===== config.mk =====
export PLATFORM = sky130hd
export DESIGN_NAME = uart_tx_ctrl
export DESIGN_NICKNAME = d
export VERILOG_FILES = /design/src/rtl/uart_tx_ctrl_pkg.sv /design/src/rtl/uart_baud_cnt.sv /design/src/rtl/uart_tx_ctrl.sv
export SDC_FILE = /design/constraint.sdc
export NUM_CORES = 1
export LEC_CHECK = 0
export CAP_MARGIN = 25
export CORE_UTILIZATION = 43
export DETAILED_ROUTE_END_ITERATION = 12
export GPL_TIMING_DRIVEN = 0
export PLACE_DENSITY_LB_ADDON = 0.08
export SYNTH_ARGS = -nofsm -noshare
export SYNTH_HDL_FRONTEND = slang
export SYNTH_SLANG_ARGS = --single-unit

===== constraint.sdc =====
create_clock -name clk -period 2.3 [get_ports clk]
set_input_delay 0.46 -clock clk [delete_from_list [all_inputs] [get_ports clk]]
set_output_delay 0.46 -clock clk [all_outputs]
set_load 0.01 [all_outputs]

===== src/rtl/uart_tx_ctrl_pkg.sv =====
// Shared definitions for the UART TX sequencer.
//   tx_state_e   : FSM state codes (IDLE/LOAD/DATA/STOP)
//   DEF_BAUD_DIV : default clk cycles per bit (50 MHz / 9600)
//   clog2        : counter width helper, never returns less than 1
package uart_tx_ctrl_pkg;
  typedef enum logic [1:0] {
    IDLE = 2'd0,
    LOAD = 2'd1,
    DATA = 2'd2,
    STOP = 2'd3
  } tx_state_e;

  localparam int DEF_BAUD_DIV = 5208;

  function automatic int clog2(input int v);
    int r;
    r = 0;
    while ((1 << r) < v) r++;
    if (r == 0) r = 1;
    return r;
  endfunction
endpackage


===== src/rtl/uart_baud_cnt.sv =====
// Bit-period counter: counts 0..DIV-1 and wraps.
//   clk, reset : clock / synchronous active-high reset
//   clr        : forces the count to 0 (used on FSM state entry)
//   tc         : terminal count, high while count == DIV-1
module uart_baud_cnt import uart_tx_ctrl_pkg::*; #(
  parameter int DIV = DEF_BAUD_DIV
) (
  input  logic clk,
  input  logic reset,
  input  logic clr,
  output logic tc
);
  localparam int CW = clog2(DIV);

  logic [CW-1:0] cnt;

  assign tc = (cnt == CW'(DIV - 1));

  always_ff @(posedge clk) begin
    if (reset || clr) cnt <= '0;
    else if (tc)      cnt <= '0;
    else              cnt <= cnt + CW'(1);
  end
endmodule


===== src/rtl/uart_tx_ctrl.sv =====
// UART transmit sequencer driving the TX shift register.
//   clk, reset   : clock / synchronous active-high reset
//   start,DataIn : send request (sampled only in IDLE) and the word to send
//   DataTX       : held word for the shift register's parallel load
//   load         : shift register parallel load of {DataTX,1'b0}
//   shift        : shift register advance, one per bit period
//   transmit_int : 1 = line follows shift register bit 0, 0 = line idles high
//   busy         : frame in progress
//   tx_done      : one-cycle pulse in the first IDLE cycle after a frame
module uart_tx_ctrl import uart_tx_ctrl_pkg::*; #(
  parameter int WORD_LENGTH = 8,
  parameter int BAUD_DIV    = DEF_BAUD_DIV,
  parameter int STOP_BITS   = 1
) (
  input  logic                   clk,
  input  logic                   reset,
  input  logic                   start,
  input  logic [WORD_LENGTH-1:0] DataIn,
  output logic [WORD_LENGTH-1:0] DataTX,
  output logic                   load,
  output logic                   shift,
  output logic                   transmit_int,
  output logic                   busy,
  output logic                   tx_done
);
  localparam int BW = clog2(WORD_LENGTH + 1);
  // DATA covers the start bit plus WORD_LENGTH data bits, so the last
  // period index equals WORD_LENGTH.
  localparam logic [BW-1:0] DATA_LAST = BW'(WORD_LENGTH);
  localparam logic [BW-1:0] STOP_LAST = BW'(STOP_BITS - 1);

  tx_state_e     state;
  logic [BW-1:0] bit_cnt;
  logic          baud_tc;
  logic          baud_clr;

  // Hold the period counter at 0 until DATA starts; it wraps to 0 by itself
  // on the DATA->STOP edge, so STOP also begins from a clean period.
  assign baud_clr = (state == IDLE) || (state == LOAD);

  uart_baud_cnt #(.DIV(BAUD_DIV)) u_baud (
    .clk   (clk),
    .reset (reset),
    .clr   (baud_clr),
    .tc    (baud_tc)
  );

  assign load         = (state == LOAD);
  assign transmit_int = (state == DATA);
  assign busy         = (state != IDLE);
  assign shift        = (state == DATA) && baud_tc;

  // bit_cnt counts bit periods in DATA and is reused to count stop
  // periods in STOP.
  always_ff @(posedge clk) begin
    if (reset) begin
      state   <= IDLE;
      bit_cnt <= '0;
      DataTX  <= '0;
      tx_done <= 1'b0;
    end else begin
      tx_done <= 1'b0;
      case (state)
        IDLE: begin
          if (start) begin
            DataTX <= DataIn;
            state  <= LOAD;
          end
        end
        LOAD: begin
          bit_cnt <= '0;
          state   <= DATA;
        end
        DATA: begin
          if (baud_tc) begin
            if (bit_cnt == DATA_LAST) begin
              bit_cnt <= '0;
              state   <= STOP;
            end else begin
              bit_cnt <= bit_cnt + BW'(1);
            end
          end
        end
        STOP: begin
          if (baud_tc) begin
            if (bit_cnt == STOP_LAST) begin
              bit_cnt <= '0;
              state   <= IDLE;
              tx_done <= 1'b1;
            end else begin
              bit_cnt <= bit_cnt + BW'(1);
            end
          end
        end
        default: state <= IDLE;
      endcase
    end
  end
endmodule

# Word level (Yosys, flattened, before mapping)
# Index checks and enable logic that the tools add are counted.
# classes
n_addsub,2
mul,0
div_mod_pow,0
n_lt_le_gt_ge,0
n_eq_ne,10
n_shift,0
n_mux,12
bitwise_logic,2
n_reduce_logical,12
# ops
op,count
4-bit 2-to-1 mux,4
13-bit by 1-bit adder with 13-bit output (second input constant),1
13-bit == test (second input constant),1
4-bit case mux with 3 select lines,1
2-bit 2-to-1 mux,5
2-bit case mux with 4 select lines,1
2-bit inequality test (second input constant),3
5-bit AND reduction,1
4-bit by 1-bit adder with 4-bit output (second input constant),1
2-bit == test (second input constant),2
4-bit == test (second input constant),1
4-bit logical NOT,1
2-bit by 1-bit inequality test with 1-bit output (second input constant),2
3-bit AND reduction,1
3-bit nonzero test,1
3-bit OR reduction,1
2-bit by 1-bit == test with 1-bit output (second input constant),1
2-bit logical NOT,1
1-bit logical OR,2
1-bit inverter,2
2-bit AND reduction,1
2-bit nonzero test,1
2-bit OR reduction,1
1-bit logical AND,1
1-bit 2-to-1 mux,1
# totals
register_bits,28
latchBits,0
ramBits,0
romBits,0
in_bits,11
out_inout_bits,13
wordCells,43
mem_count,0

# Depth between registers and ports, before layout
# Gate-level depths: netlist of run 1.
# logic_depth
ltp_word,4
mapped_depth,6
mapped_depth_nobuf,6

# By module
# Synthesis of run 1 repeated with hierarchy kept, for this count alone.
# hier_totals
cells_unflattened,164
area_unflattened_um2,1462.7
# modules_own_cells
mod,n_inst,cells_per_inst,area_per_inst_um2,seq_area_each_um2
uart_tx_ctrl,1,92,740.7,300.3
uart_baud_cnt,1,72,721.9,260.2

# Least setup slack after synthesis of run 1
# No wires, ideal clock.
# synth_timing
path_type,flip-flop to flip-flop
from,register bit_cnt[0]
to,register state[0]
setup_ps,58
arrival_time_ps,1917
required_time_ps,2242
slack_ps,325
path_stages_with_launch,7
path_buffers,0
synth_period_minus_slack_ps,1975
path_cell_list,dfxtp_1 -> inv_1 -> ha_1 -> or3b_2 -> o41a_1 -> a2111oi_4 -> o221a_2
# synth_via
elab_chain_cells,3
elab_cells_between_ends,5
cone_classes,eq/ne (3); reduce/logical (2)
# synth_lines
item,line_no,source
"start, declared",uart_tx_ctrl.sv:33,logic [BW-1:0] bit_cnt;
"start signal, assigned",uart_tx_ctrl.sv:80,bit_cnt <= bit_cnt + BW'(1);
"start signal, assigned",uart_tx_ctrl.sv:91,bit_cnt <= bit_cnt + BW'(1);
4-bit == test / 4-bit logical NOT (equally long branches),"uart_tx_ctrl.sv:76, uart_tx_ctrl.sv:86",
2-bit by 1-bit inequality test with 1-bit output (no source line) / 2-bit inequality test (equally long branches),n/a,
5-bit AND reduction (no source line) *,n/a,
"end signal, assigned",uart_tx_ctrl.sv:72,state <= DATA;
"end signal, assigned",uart_tx_ctrl.sv:78,state <= STOP;
"end signal, assigned",uart_tx_ctrl.sv:88,state <= IDLE;
"end, declared",uart_tx_ctrl.sv:32,tx_state_e state;
# Mark *: on every way between the ends. The rest lies on a longest branch, timed or not.
# A chain may end at the register's enable or synchronous reset.

# Final worst setup path of run 1
# layout_timing
from,register u_baud.cnt[8]
to,output shift
# layout_via
elab_chain_cells,2
# layout_lines
item,line_no,source
"start, declared",uart_baud_cnt.sv:15,logic [CW-1:0] cnt;
"start signal, assigned",uart_baud_cnt.sv:22,else cnt <= cnt + CW'(1);
13-bit == test,uart_baud_cnt.sv:17,assign tc = (cnt == CW'(DIV - 1));
1-bit logical AND,uart_tx_ctrl.sv:51,assign shift = (state == DATA) && baud_tc;
"end, declared",uart_tx_ctrl.sv:21,"output logic shift,"
# No other way between the ends.

==> results of run 1 <==
per-layer routing:
metal,part of all wire (%),wire length (um)
met5,0,0
met4,0.65,19
met3,2.7,79
met2,48,1390
met1,49,1420
cells by family after synthesis:
logic type      after synthesis  share of synthesized area [%]
compound gates               22                           12.4
xor+xnor                     11                           7.01
fa+ha+maj                     7                           6.37
buf+inv                      13                           3.55
flops                        28                           40.8
mux                           2                           1.46
simple gates                 73                           28.4
sequential cells by signal, summed over array words and instances, names as in the netlist:
name and cells:
tx_done 1, state 2, u_baud.cnt 13, DataTX 8
bit_cnt 4
synth_stat cells (2+ instances only):
cell type / instances / share of area, %
a21boi_0: 2 / 1.1
a21oi_1: 10 / 3.6
and3_1: 2 / 0.91
clkbuf_1: 4 / 1.1
dfxtp_1: 28 / 41
ha_1: 7 / 6.4
inv_1: 8 / 2.2
mux2i_1: 2 / 1.5
nand2_1: 13 / 3.6
nand3_1: 15 / 5.5
nand4_1: 4 / 1.8
nor2_1: 19 / 5.2
nor3_1: 3 / 1.1
nor4b_1: 2 / 1.3
o31ai_1: 2 / 1.1
or2_2: 2 / 0.91
xnor2_1: 5 / 3.2
xor2_1: 6 / 3.8
critical path, stage by stage (launching register included):
cell and delay [ns]:
dfxtp_4 0.38, or4b_4 0.57, nor3_4 0.14, and2_1 0.14, clkdlybuf4s15_1 0.23
where the power goes:
part / internal (mW) / total, mW / switching, mW
clock: 0.0967 / 0.237 / 0.140
sequential: 0.537 / 0.587 / 0.0496
combinational: 0.251 / 0.535 / 0.284
total: 0.885 / 1.36 / 0.473
metrics by stage:
| stage | setup WS [ns] | utilization (%) |
|---|---|---|
| final | 0.0691 | 57.4 |
| after global routing | -0.0710 | 57.4 |
| after CTS | 0.0229 | 55.9 |
| after detailed placement | -0.00392 | 54.0 |
| after global placement | 0.0618 | 54.0 |
| after floorplan | 0.325 | - |
final cells by class:
type	instances	area share, %
buffer	5	1.07
clock buffer	4	2.07
inverter	8	1.71
multi-input combinational	115	45.7
sequential	28	32.5
tap	44	3.14
timing repair buffer	25	13.8
how the worst min path moves through the flow:
stage,to,cells past startpoint
finish,DataTX[1],2
global route,DataTX[2],2
CTS,u_baud.cnt[0],1
detailed placement,u_baud.cnt[0],1
global placement,u_baud.cnt[0],1
floorplan,u_baud.cnt[0],1
cell usage in the layout (no fill, tap or decap), types with 3 or more instances in the layout:
cell	n
nor2_1	19
clkdlybuf4s50_1	21
clkbuf_1	4
nand4_1	4
nand3_1	15
xor2_1	6
clkbuf_4	3
nand2_1	13
dfxtp_2	4
ha_1	6
a21oi_1	10
xnor2_1	5
dfxtp_1	23
buf_4	3
inv_1	8
repair_timing:
| item | in CTS | in global routing |
|---|---|---|
| buffers inserted | 1 | 2 |
| endpoints found under the hold margin | 0 | 0 |
| pin swaps | 1 | 2 |
| gates resized for setup | 6 | 8 |
| endpoints found under the setup margin | 2 | 4 |
| gates cloned | 0 | 0 |
==> results.json, run 1 <==
{
  "numCtsBuffers": 3,
  "placed_area_um2": 1650,
  "grt_max_degree": 16,
  "crit_end": "shift",
  "vias_per_cell": 5.22,
  "min_period_ns": 2.23,
  "synth-main-ff-cell": "dfxtp_1",
  "wl_per_cell_um": 12.7,
  "dp.cells": 222,
  "ys_warn_count": 0,
  "initial_core_util_pct": 45.0,
  "status": "completed",
  "synth-seq-cells": 28,
  "wirelength_um": 2910,
  "syn_nets": 174,
  "nets": 204,
  "ys_seq_area_share_pct": 40.8,
  "finClkSkew_ns": 0.00614,
  "finalSetupViolCount": 0,
  "hold_path.class": "register to register",
  "fin_crit_sh_pct": 97.0,
  "grt_most_used_layer": "met2",
  "die_x_um": 58.5,
  "seq_area_um2": 569,
  "drt_iter0_markers": 49,
  "power_mw": 1.36,
  "hpwl_um": 2050,
  "hold_violations": 0,
  "fmax_mhz": 448,
  "endpoint_kind": "primary output",
  "dr.pass1.iters": 6,
  "synthCells": 156,
  "reg2regPathDepth": 5,
  "synth_edf_count": 0,
  "htree_levels": 1,
  "antenna_found_initial": 0,
  "synthDistinctLibCells": 40,
  "met1_usage_pct": 25.0,
  "grt_use_met3_pct": 1.98,
  "p_per_area_nw_per_um2": 775,
  "pin_count": 24,
  "arrival_ns": 1.77,
  "fillers": 313,
  "grt_usage_pct": 17.8,
  "cp.required_ns": 1.84,
  "drv_slew": 0,
  "grt_use_met2_pct": 28.9,
  "r2r-end": "state[1]",
  "n_antenna_cell": 0,
  "ff2ff_setup_slack_ns": 0.10,
  "clock_sinks": 28,
  "synth_area_um2": 1370,
  "ir_drop_mv": 0.381,
  "areaGrowthSynthToFinish_pct": 27.6,
  "clockBufferDepth": 2,
  "cts_root_buf": "clkbuf_4",
  "max-cap-violations": 0,
  "core_um2": 3050,
  "instances_no_fill": 229,
  "ant_nets": 0,
  "power.leakage_nw": 0.627,
  "dieArea_um2": 3430,
  "place.gp.congestion": 0.732,
  "start_kind": "register",
  "cts_tree": "done",
  "grt_pass1_vias": 1056,
  "critPathKind": "register to primary output",
  "grt_pass1_wl_um": 4820,
  "drive_gt1_share_pct": 13.0,
  "final_cell_area_um2": 1750,
  "slew_headroom_pct": 54.1,
  "num_rows": 20,
  "die_y_um": 58.5,
  "port_buffers": 22,
  "drc_errors": 0,
  "cts-hold-fix-buffers": 0,
  "critPathLaunch": "u_baud.cnt[8]",
  "path_clk_slew_ns": 0.15,
  "worstSkewPairLatency_ns": 0.32,
  "via_count": 1196,
  "async_flop_share_pct": 0,
  "crit_fanout": 3,
  "tightest_slew_ns": 0.680,
  "crit-reg2reg-launch": "u_baud.cnt[8]",
  "hold_ws_ns": 0.467,
  "avgSynthCellArea_um2": 8.81,
  "fin_setup_tns_ns": 0,
  "overflow": 0,
  "multi_input_area_um2": 801,
  "worstHoldStart": "DataTX[1]"
}
No activity file was read; power rests on OpenSTA's default activity.
==> run 2: changes to the inputs <==
Settings changed: ABC_AREA set to 1, ABC_CLOCK_PERIOD_IN_PS set to 2300, CELL_PAD_IN_SITES_DETAIL_PLACEMENT set to 1, CELL_PAD_IN_SITES_GLOBAL_PLACEMENT set to 2, CORE_UTILIZATION 43 to 30.
==> run 2 against run 1 <==
Net effect:
- count of clock-buffer cells in the layout fell by 1
- clock skew fell by 0.0041 ns
- sequential power rose by 5.8%
- wire length rose by 19%
- non-clock buffer count fell by 5
- register-to-register slack improved by 0.52 ns
- die area rose by 51%
- via count rose by 7.9%
- worst setup slack improved by 0.070 ns
- core utilization fell by 18 points
- critical path type unchanged
==> results.json, run 2 <==
{
  "status": "completed",
  "syn_nets": 210,
  "cp.required_ns": 1.84,
  "clock_sinks": 28,
  "finalSetupViolCount": 0,
  "multi_input_area_um2": 801,
  "fin_setup_tns_ns": 0,
  "largest_reg_flops": 13,
  "crit_fanout": 7,
  "die_x_um": 72.0,
  "p_per_area_nw_per_um2": 869,
  "synth-seq-cells": 28,
  "via_count": 1290,
  "drc_errors": 0,
  "min_period_ns": 2.16,
  "grt_usage_pct": 15.6,
  "hold_violations": 0,
  "dieArea_um2": 5180,
  "grt_setup_unrepaired": "false",
  "seq_area_um2": 562,
  "reg.largest.list": "u_baud.cnt: 13 flops, DataTX: 8 flops, bit_cnt: 4 flops",
  "fillers": 583,
  "synth_edf_count": 0,
  "power.leakage_nw": 0.686,
  "drv_slew": 0,
  "hold_path.class": "register to register",
  "cpLargestDelayFamily": "buffers and inverters",
  "critPathBufInv": 2,
  "wl_per_cell_um": 12.1,
  "fin_crit_sh_pct": 94.0,
  "max-cap-violations": 0,
  "wirelength_um": 3470,
  "tightest_slew_ns": 0.430,
  "critPathKind": "register to primary output",
  "ant_nets": 0,
  "grt_use_met3_pct": 3.33,
  "clockBufferDepth": 2,
  "path_depth": 3,
  "start_kind": "register",
  "areaGrowthSynthToFinish_pct": 26.2,
  "ys_warn_count": 0,
  "yosysTopAreaCell": "dfxtp_1",
  "cts-hold-fix-buffers": 0,
  "endpoint_kind": "primary output",
  "holdPathStages": 1,
  "top_register": "u_baud.cnt",
  "port_buffers": 23,
  "synth_area_um2": 1470,
  "async_flop_share_pct": 0,
  "place.gp.congestion": 0.816,
  "yosys-top-cells-count": "nor2_1, dfxtp_1, nand2_1, inv_1",
  "dr.pass1.iters": 4,
  "synthTopCellsByArea": "dfxtp_1, nor2_1, nand2_1",
  "synthDistinctLibCells": 27,
  "cts_tree": "done",
  "initial_core_util_pct": 31.1,
  "fmax_mhz": 463,
  "reg2regPathDepth": 6,
  "avgSynthCellArea_um2": 7.66,
  "arrival_ns": 1.70,
  "finClkSkew_ns": 0.00208,
  "core_um2": 4720,
  "htree_levels": 1,
  "vias_per_cell": 4.51,
  "grt_use_met2_pct": 29.1,
  "layout_commonest_cell": "nor2_1",
  "drt_iter0_markers": 21,
  "antenna_found_initial": 0,
  "drive_gt1_share_pct": 15.1,
  "cts_setup_buffers": 0,
  "die_y_um": 72.0,
  "synth-main-ff-cell": "dfxtp_1",
  "cts_root_buf": "clkbuf_8",
  "ys_seq_area_share_pct": 38.1,
  "overflow": 0,
  "slew_headroom_pct": 71.1,
  "nets": 238,
  "mostFrequentLayoutCells": "nor2_1, nand2_1, dfxtp_1",
  "synthCells": 192,
  "grt_max_degree": 17,
  "met1_usage_pct": 18.2,
  "synth.most_common_cell": "nor2_1",
  "worstSkewPairLatency_ns": 0.28,
  "ir_drop_mv": 0.421,
  "yosysTopAreaCellShare_pct": 38.1,
  "grt_most_used_layer": "met2",
  "grt_pass1_wl_um": 6350,
  "cp_slowest_stage_delay_ns": 0.60,
  "cp_cell_sequence": "inv_1, ha_1, clkdlybuf4s50_1",
  "path_clk_slew_ns": 0.10,
  "hpwl_um": 2810,
  "n_antenna_cell": 0,
  "numCtsBuffers": 3,
  "pin_count": 24,
  "grt_pass1_vias": 1417,
  "hold_ws_ns": 0.462,
  "num_rows": 25,
  "worst_path_max_delay_cell": "clkdlybuf4s50_1"
}
[run 2: cell types whose count changed after synthesis, sizes merged, moves of 3 or more]
cell,before,now
inv,8,25
nand3,15,11
nor3,3,6
clkbuf,4,1
nand2,13,34
nor3b,0,3
and3,3,0
o21ai,1,12
nor2,19,41
xnor2,5,0
[run 2: through the flow]
stage          util [%]  power (mW)  instances  worst slack, ns  area (um^2)
4_1_cts            39.3        1.64        286            0.102         1850
6_report           39.3        1.61        286            0.139         1860
3_3_place_gp       37.8        1.21        282            0.229         1780
2_1_floorplan         -       0.991        192            0.781         1470
3_5_place_dp       37.8        1.24        282            0.169         1780
5_1_grt            39.3        1.73        286           0.0379         1860
[run 2: layout make-up]
cell class | instances | area share (%)
plain buffers | 2 | 0.809
clock buffers | 3 | 2.23
clock inverters | 1 | 1.62
inverters | 25 | 5.06
multi-input cells | 137 | 43.2
flip-flops and latches | 28 | 30.3
well taps | 67 | 4.52
repair buffers | 23 | 12.3
[run 2: path summary, 6_finish.rpt]
check,startpoint,end,slack (ns)
hold reg to reg,u_baud.cnt[0],u_baud.cnt[0],0.46
setup / recovery,state[0],transmit_int,0.14
setup reg to reg,state[0],u_baud.cnt[3],0.62
hold / removal,u_baud.cnt[0],u_baud.cnt[0],0.46
[run 2: power by group]
part	leakage [nW]	internal [mW]	switching, mW	total (mW)
logic	0.422	0.275	0.319	0.595
clock network	0.0357	0.233	0.163	0.397
registers	0.228	0.561	0.0601	0.621
total	0.686	1.07	0.543	1.61
[run 2: what timing repair did]
action	4_1_cts	5_1_grt
resized for setup	1	1
pin swaps	1	0
endpoints found under the setup margin	1	1
[run 2: cells by family (layout without fill, tap and decap cells)]
kind of cell               count (synthesis)  in the layout  share of synthesized area, %
buffers and inverters                     27             54                          7.40
AOI/OAI and AO/OA                         26             26                          11.0
adders and majority gates                  7              7                          5.96
DFF                                       28             28                          38.1
and+or+nand+nor                           99             99                          34.6
xor gates and xnor gates                   5              5                          2.98
[run 2: per-layer routing]
metal	share of wire [%]	vias up
li1	-	667
met1	44	608
met2	53	13
met3	2.0	2
met4	0.66	0
met5	0	-
[run 2: worst register-to-register path, cell delays in order (launching register included)]
cell,delay [ns]
dfxtp_1,0.41
inv_1,0.10
ha_1,0.25
nor3_1,0.41
nand2_2,0.14
buf_6,0.17
nor3b_2,0.15
==> variant 1: new RTL, settings of run 1 <==
Set the parameter `WORD_LENGTH` to 4 (it was 8).
--- a/src/rtl/uart_tx_ctrl.sv
+++ b/src/rtl/uart_tx_ctrl.sv
@@ -8,7 +8,7 @@
 //   busy         : frame in progress
 //   tx_done      : one-cycle pulse in the first IDLE cycle after a frame
 module uart_tx_ctrl import uart_tx_ctrl_pkg::*; #(
-  parameter int WORD_LENGTH = 8,
+  parameter int WORD_LENGTH = 4,
   parameter int BAUD_DIV    = DEF_BAUD_DIV,
   parameter int STOP_BITS   = 1
 ) (
Interface: changed (resized DataIn and DataTX); port bits go from 24 to 16. The function was not compared with the original's and may differ.
==> variant 1 against run 1 <==
- global-route usage down 0.53 points
- worst hold slack lost 0.017 ns
- sequential cell count is 5 lower
- wire length shrank 22%
- non-clock buffer count decreased by 13
- area after synthesis fell by 15%
- power down 21%
- final area is 21% lower
- setup slack better by 0.044 ns
- largest cell class unchanged
- highest routed layer unchanged
==> variant 1: results (changes against run 1) <==
status -> completed (unchanged)
Worst Hold Slack -> 0.450 ns (was 0.467 ns)
Top Layer Used -> met4 (unchanged)
initial DRC count -> 16 (was 49)
layout cells sized above 1 -> 0.144 (was 0.130)
number of global-route vias before repair -> 829 (was 1056)
gpl congestion -> 0.817 (was 0.732)
post-route clock skew -> 0.0136 ns (was 0.00614 ns)
Clk pin slew, worst setup/hold paths -> 0.13 ns (was 0.15 ns)
peak supply drop -> 0.000592 V (was 0.000381 V)
hold endpoint -> u_baud.cnt[0] (was DataTX[1])
DRT Pass-1 Iters -> 4 (was 6)
first-pass GRT wire length -> 3.61 mm (was 4.82 mm)
DRT Wirelength -> 2.27 mm (was 2.91 mm)
Crit Path Max Fanout -> 5 (was 3)
WP data arrival -> 1.73 ns (was 1.77 ns)
synth cell count leaders -> dfxtp_1 (23), nor2_1 (16), nand2_1 (10) (was dfxtp_1 (28), nor2_1 (19), nand3_1 (15))
flop2flop setup slack -> 0.57 ns (was 0.10 ns)
slowest stage delay, CP -> 0.38 ns (was 0.57 ns)
post-synthesis sequential area ratio -> 0.396 (was 0.408)
min-delay src -> u_baud.cnt[0] (was DataTX[1])
RR Endpoint -> bit_cnt[1] (was state[1])
worst hold path stage count -> 1 (was 2)
metal2 WL -> 1.08 mm (was 1.39 mm)
switching portion of total power -> 0.352 (was 0.348)
setup bufs post-CTS -> 0 (was 1)
Total Routing Usage GR -> 0.172 (was 0.178)
WL met1 -> 1.11 mm (was 1.42 mm)
r2r worst-path depth -> 5 (unchanged)
routed wl met3 -> 61 um (was 79 um)
largest net degree at the start of global routing -> 14 (was 16)
Vias -> 938 (was 1196)
post-synthesis mux area share -> 0.00860 (was 0.0146)
final net count -> 161 (was 204)
Synth Area in XOR/XNOR -> 0.0828 (was 0.0701)
largest cells by area after synthesis -> dfxtp_1 (40%), ha_1 (7.5%), nor2_1 (5.2%) (was dfxtp_1 (41%), ha_1 (6.4%), nand3_1 (5.5%))
worst slew pin tran -> 0.480 ns (was 0.680 ns)
post-synthesis compound-gate area fraction -> 0.0978 (was 0.124)
initial antenna violation count -> 0 (unchanged)
Post-Syn Nets -> 143 (was 174)
top flop regs -> u_baud.cnt (13), DataTX (4), bit_cnt (3) (was u_baud.cnt (13), DataTX (8), bit_cnt (4))
Buffers on Ports -> 14 (was 22)
Reg-to-Reg Start -> u_baud.cnt[0] (was u_baud.cnt[8])
Post-Synth Adder-Cell Area -> 0.0753 (was 0.0638)
Worst path slowest cell -> dfxtp_2 (was or4b_4)
static leakage -> 0.485 nW (was 0.627 nW)
placed wire-length estimate -> 1.69 mm (was 2.05 mm)
post-synth cell types -> 33 (was 40)
# fillers -> 238 (was 313)
variant 1: cell types whose count changed in the layout (fill, tap and decap cells not counted), sizes merged, moves of 3 or more:
cell / delta
nand2: -3
clkbuf: -3
nand3: -7
nor2: -3
clkdlybuf4s50: -8
a41oi: +3
dfxtp: -5
buf: -3
variant 1: power groups by stage:
stage | clock (mW) | combinational, mW | sequential, mW
after floorplan | 0 | 0.243 | 0.477
after global placement | 0 | 0.389 | 0.477
after detailed placement | 0 | 0.394 | 0.478
after CTS | 0.198 | 0.400 | 0.478
after global routing | 0.212 | 0.448 | 0.482
final | 0.188 | 0.404 | 0.478
variant 1: what timing repair did:
| action | CTS | global route |
|---|---|---|
| resized for setup | 9 | 1 |
| pin swaps | 1 | 0 |
| setup endpoints to repair | 2 | 1 |
variant 1: worst reg2reg max path: cells and delay by family, from the launching register on:
kind / cells / cell delay [ns]
AOI/OAI and AO/OA: 2 / 0.39
adders and majority gates: 1 / 0.17
DFF: 1 / 0.38
and+or+nand+nor: 2 / 0.70
variant 1: layout make-up:
type,instances,area share
Multi-Input combinational cell,93,0.480
Sequential cell,23,0.336
Timing Repair Buffer,14,0.0999
Tap cell,30,0.0270
Inverter,9,0.0243
Clock buffer,3,0.0162
Buffer,3,0.0135
Clock inverter,1,0.00360
variant 1: worst max-delay path by stage:
stage                        startpoint            end  slack (ns)  depth (start not counted)
after floorplan           u_baud.cnt[0]  u_baud.cnt[7]        0.63                          6
after global placement    u_baud.cnt[0]          shift        0.05                          5
after detailed placement  u_baud.cnt[0]          shift        0.09                          5
after CTS                      state[0]           busy        0.06                          4
after global routing      u_baud.cnt[5]          shift        0.02                          4
final                     u_baud.cnt[0]          shift        0.11                          5
variant 1: logic make-up (layout without fill, tap and decap cells):
logic type | count (synthesis) | in the layout
AOI/OAI and AO/OA | 17 | 17
xor gates and xnor gates | 11 | 11
DFF | 23 | 23
and+or+nand+nor | 57 | 57
buffers and inverters | 13 | 30
adders and majority gates | 7 | 7
muxes | 1 | 1
variant 1: per-layer routing:
metal / up-vias / track usage
met3: 2 / 0.0508
met2: 12 / 0.292
met1: 437 / 0.214
met4: 0 / 0.0385
met5: - / 0
li1: 487 / -
variant 1: per-stage QoR:
step	area, sq um	worst slack [ns]	cells	utilization
2_1_floorplan	1160	0.634	129	-
6_report	1390	0.113	176	0.551
5_1_grt	1390	0.0239	176	0.551
3_5_place_dp	1340	0.0858	173	0.532
3_3_place_gp	1340	0.0529	173	0.532
4_1_cts	1390	0.0570	176	0.550
==> variant 2: new RTL, flow settings as in run 1 <==
Without the edit above. Re-encode `tx_state_e` (4 states) as one-hot, 4 bits wide.
--- a/src/rtl/uart_tx_ctrl_pkg.sv
+++ b/src/rtl/uart_tx_ctrl_pkg.sv
@@ -3,11 +3,11 @@
 //   DEF_BAUD_DIV : default clk cycles per bit (50 MHz / 9600)
 //   clog2        : counter width helper, never returns less than 1
 package uart_tx_ctrl_pkg;
-  typedef enum logic [1:0] {
-    IDLE = 2'd0,
-    LOAD = 2'd1,
-    DATA = 2'd2,
-    STOP = 2'd3
+  typedef enum logic [3:0] {
+    IDLE = 4'b0001,
+    LOAD = 4'b0010,
+    DATA = 4'b0100,
+    STOP = 4'b1000
   } tx_state_e;
 
   localparam int DEF_BAUD_DIV = 5208;
Function: no difference found for any inputs over 10 cycles, from zero or initial values and one cycle with reset high; not proved beyond that.
==> variant 2 against run 1 <==
- area after synthesis shrank 1.4%
- via count down 0.92%
- global-route usage is 0.52 points higher
- final area fell by 3.1%
- sequential cell count is 2 higher
- non-clock buffer count shrank 2
- setup slack better by 0.029 ns
- register-to-register slack improved by 0.08 ns
- critical path depth down 1
- wire length down 7.4%
- highest routed layer unchanged
Power is not compared: it rests on default switching activity, and its combinational part moved more than twofold at a synthesized area within 25%.
==> variant 2: results (changes against run 1) <==
worst slack at placement -> -0.118 ns (was -0.00392 ns)
largest net degree at the start of global routing -> 11 (was 16)
routed len/inst -> 11.6 um (was 12.7 um)
met3 track utilization from global routing -> 0.0625 (was 0.0198)
RR Endpoint -> bit_cnt[3] (was state[1])
post-synthesis sequential area ratio -> 0.443 (was 0.408)
DRT Pass-1 Iters -> 4 (was 6)
hold endpoint -> DataTX[3] (was DataTX[1])
post-route clock skew -> 0.00990 ns (was 0.00614 ns)
worst slew pin tran -> 0.500 ns (was 0.680 ns)
top flop regs -> u_baud.cnt (13), DataTX (8) (was u_baud.cnt (13), DataTX (8), bit_cnt (4))
min-delay src -> DataTX[3] (was DataTX[1])
Worst Hold Slack -> 0.457 ns (was 0.467 ns)
H-Tree Depth -> 2 (was 1)
status -> completed (unchanged)
initial DRC count -> 56 (was 49)
Clk pin slew, worst setup/hold paths -> 0.09 ns (was 0.15 ns)
Crit Path Max Fanout -> 4 (was 3)
first-pass GRT wire length -> 4.62 mm (was 4.82 mm)
Buffers on Ports -> 21 (was 22)
r2r worst-path depth -> 6 (was 5)
largest cells by area after synthesis -> dfxtp_1 (44%), nand2_1 (5.3%), a21oi_1 (5.2%) (was dfxtp_1 (41%), ha_1 (6.4%), nand3_1 (5.5%))
placed wire-length estimate -> 1.93 mm (was 2.05 mm)
GR Util met2 -> 0.299 (was 0.289)
final net count -> 203 (was 204)
# fillers -> 282 (was 313)
Post-Syn Nets -> 173 (was 174)
final worst slack -> 0.0977 ns (was 0.0691 ns)
Num CTS Buffers -> 5 (was 3)
synth cell count leaders -> dfxtp_1 (30), nand2_1 (19), nor2_1 (16) (was dfxtp_1 (28), nor2_1 (19), nand3_1 (15))
[variant 2: cell types whose count changed in the layout (fill, tap and decap cells not counted), sizes merged, moves of 4 or more]
cell,delta
a21oi,+5
or3,+5
ha,-4
nand2,+6
[variant 2: worst max-delay path, cell delays in order (launching register included)]
cell,delay (ns)
dfxtp_1,0.33
nand2b_1,0.21
nor3_2,0.27
clkdlybuf4s50_1,0.60
[variant 2: worst max path at each step]
stage	from	end	depth (start not counted)
after floorplan	u_baud.cnt[8]	bit_cnt[3]	5
after global placement	u_baud.cnt[3]	shift	4
after detailed placement	u_baud.cnt[3]	shift	4
after CTS	u_baud.cnt[3]	shift	4
after global routing	state[3]	transmit_int	3
final	state[3]	transmit_int	3
[variant 2: layer usage]
layer  vias up  wire length, um
met5         -                0
met4         0               51
met3         6              124
met2        21             1300
met1       545             1220
li1        613                -
[variant 2: cell type report]
| class | instances | share of cell area |
|---|---|---|
| inverters | 8 | 0.0177 |
| clock buffers | 7 | 0.0265 |
| well taps | 44 | 0.0324 |
| repair buffers | 24 | 0.133 |
| plain buffers | 4 | 0.0125 |
| flip-flops and latches | 30 | 0.359 |
| multi-input cells | 116 | 0.420 |
[variant 2: cells by family (layout without fill, tap and decap cells)]
kind of cell | Yosys count | count (layout) | synth area share
AND/OR/NAND/NOR | 78 | 78 | 0.314
buffers and inverters | 13 | 43 | 0.0406
AO/OA/AOI/OAI | 25 | 25 | 0.108
flip-flops | 30 | 30 | 0.443
adder cells (fa/ha/maj) | 3 | 3 | 0.0277
multiplexers | 1 | 1 | 0.00831
XOR/XNOR | 9 | 9 | 0.0582
[variant 2: timing repair]
item	4_1_cts	5_1_grt
setup buffers	1	2
setup endpoints to repair	4	2
hold buffers	0	0
pin swaps	1	1
resized for setup	12	5
[variant 2: stage by stage]
| step | TNS, ns | cells | instance area, sq um |
|---|---|---|---|
| finish | 0 | 233 | 1700 |
| global route | 0 | 233 | 1700 |
| CTS | 0 | 232 | 1690 |
| floorplan | 0 | 159 | 1360 |
| global placement | -0.105 | 224 | 1620 |
| detailed placement | -0.118 | 224 | 1620 |
[variant 2: power by group]
group | total, mW | internal [mW] | switching (mW)
Combinational | 0.215 | 0.0953 | 0.120
Sequential | 0.578 | 0.552 | 0.0265
Clock | 0.276 | 0.115 | 0.161
Total | 1.07 | 0.762 | 0.307
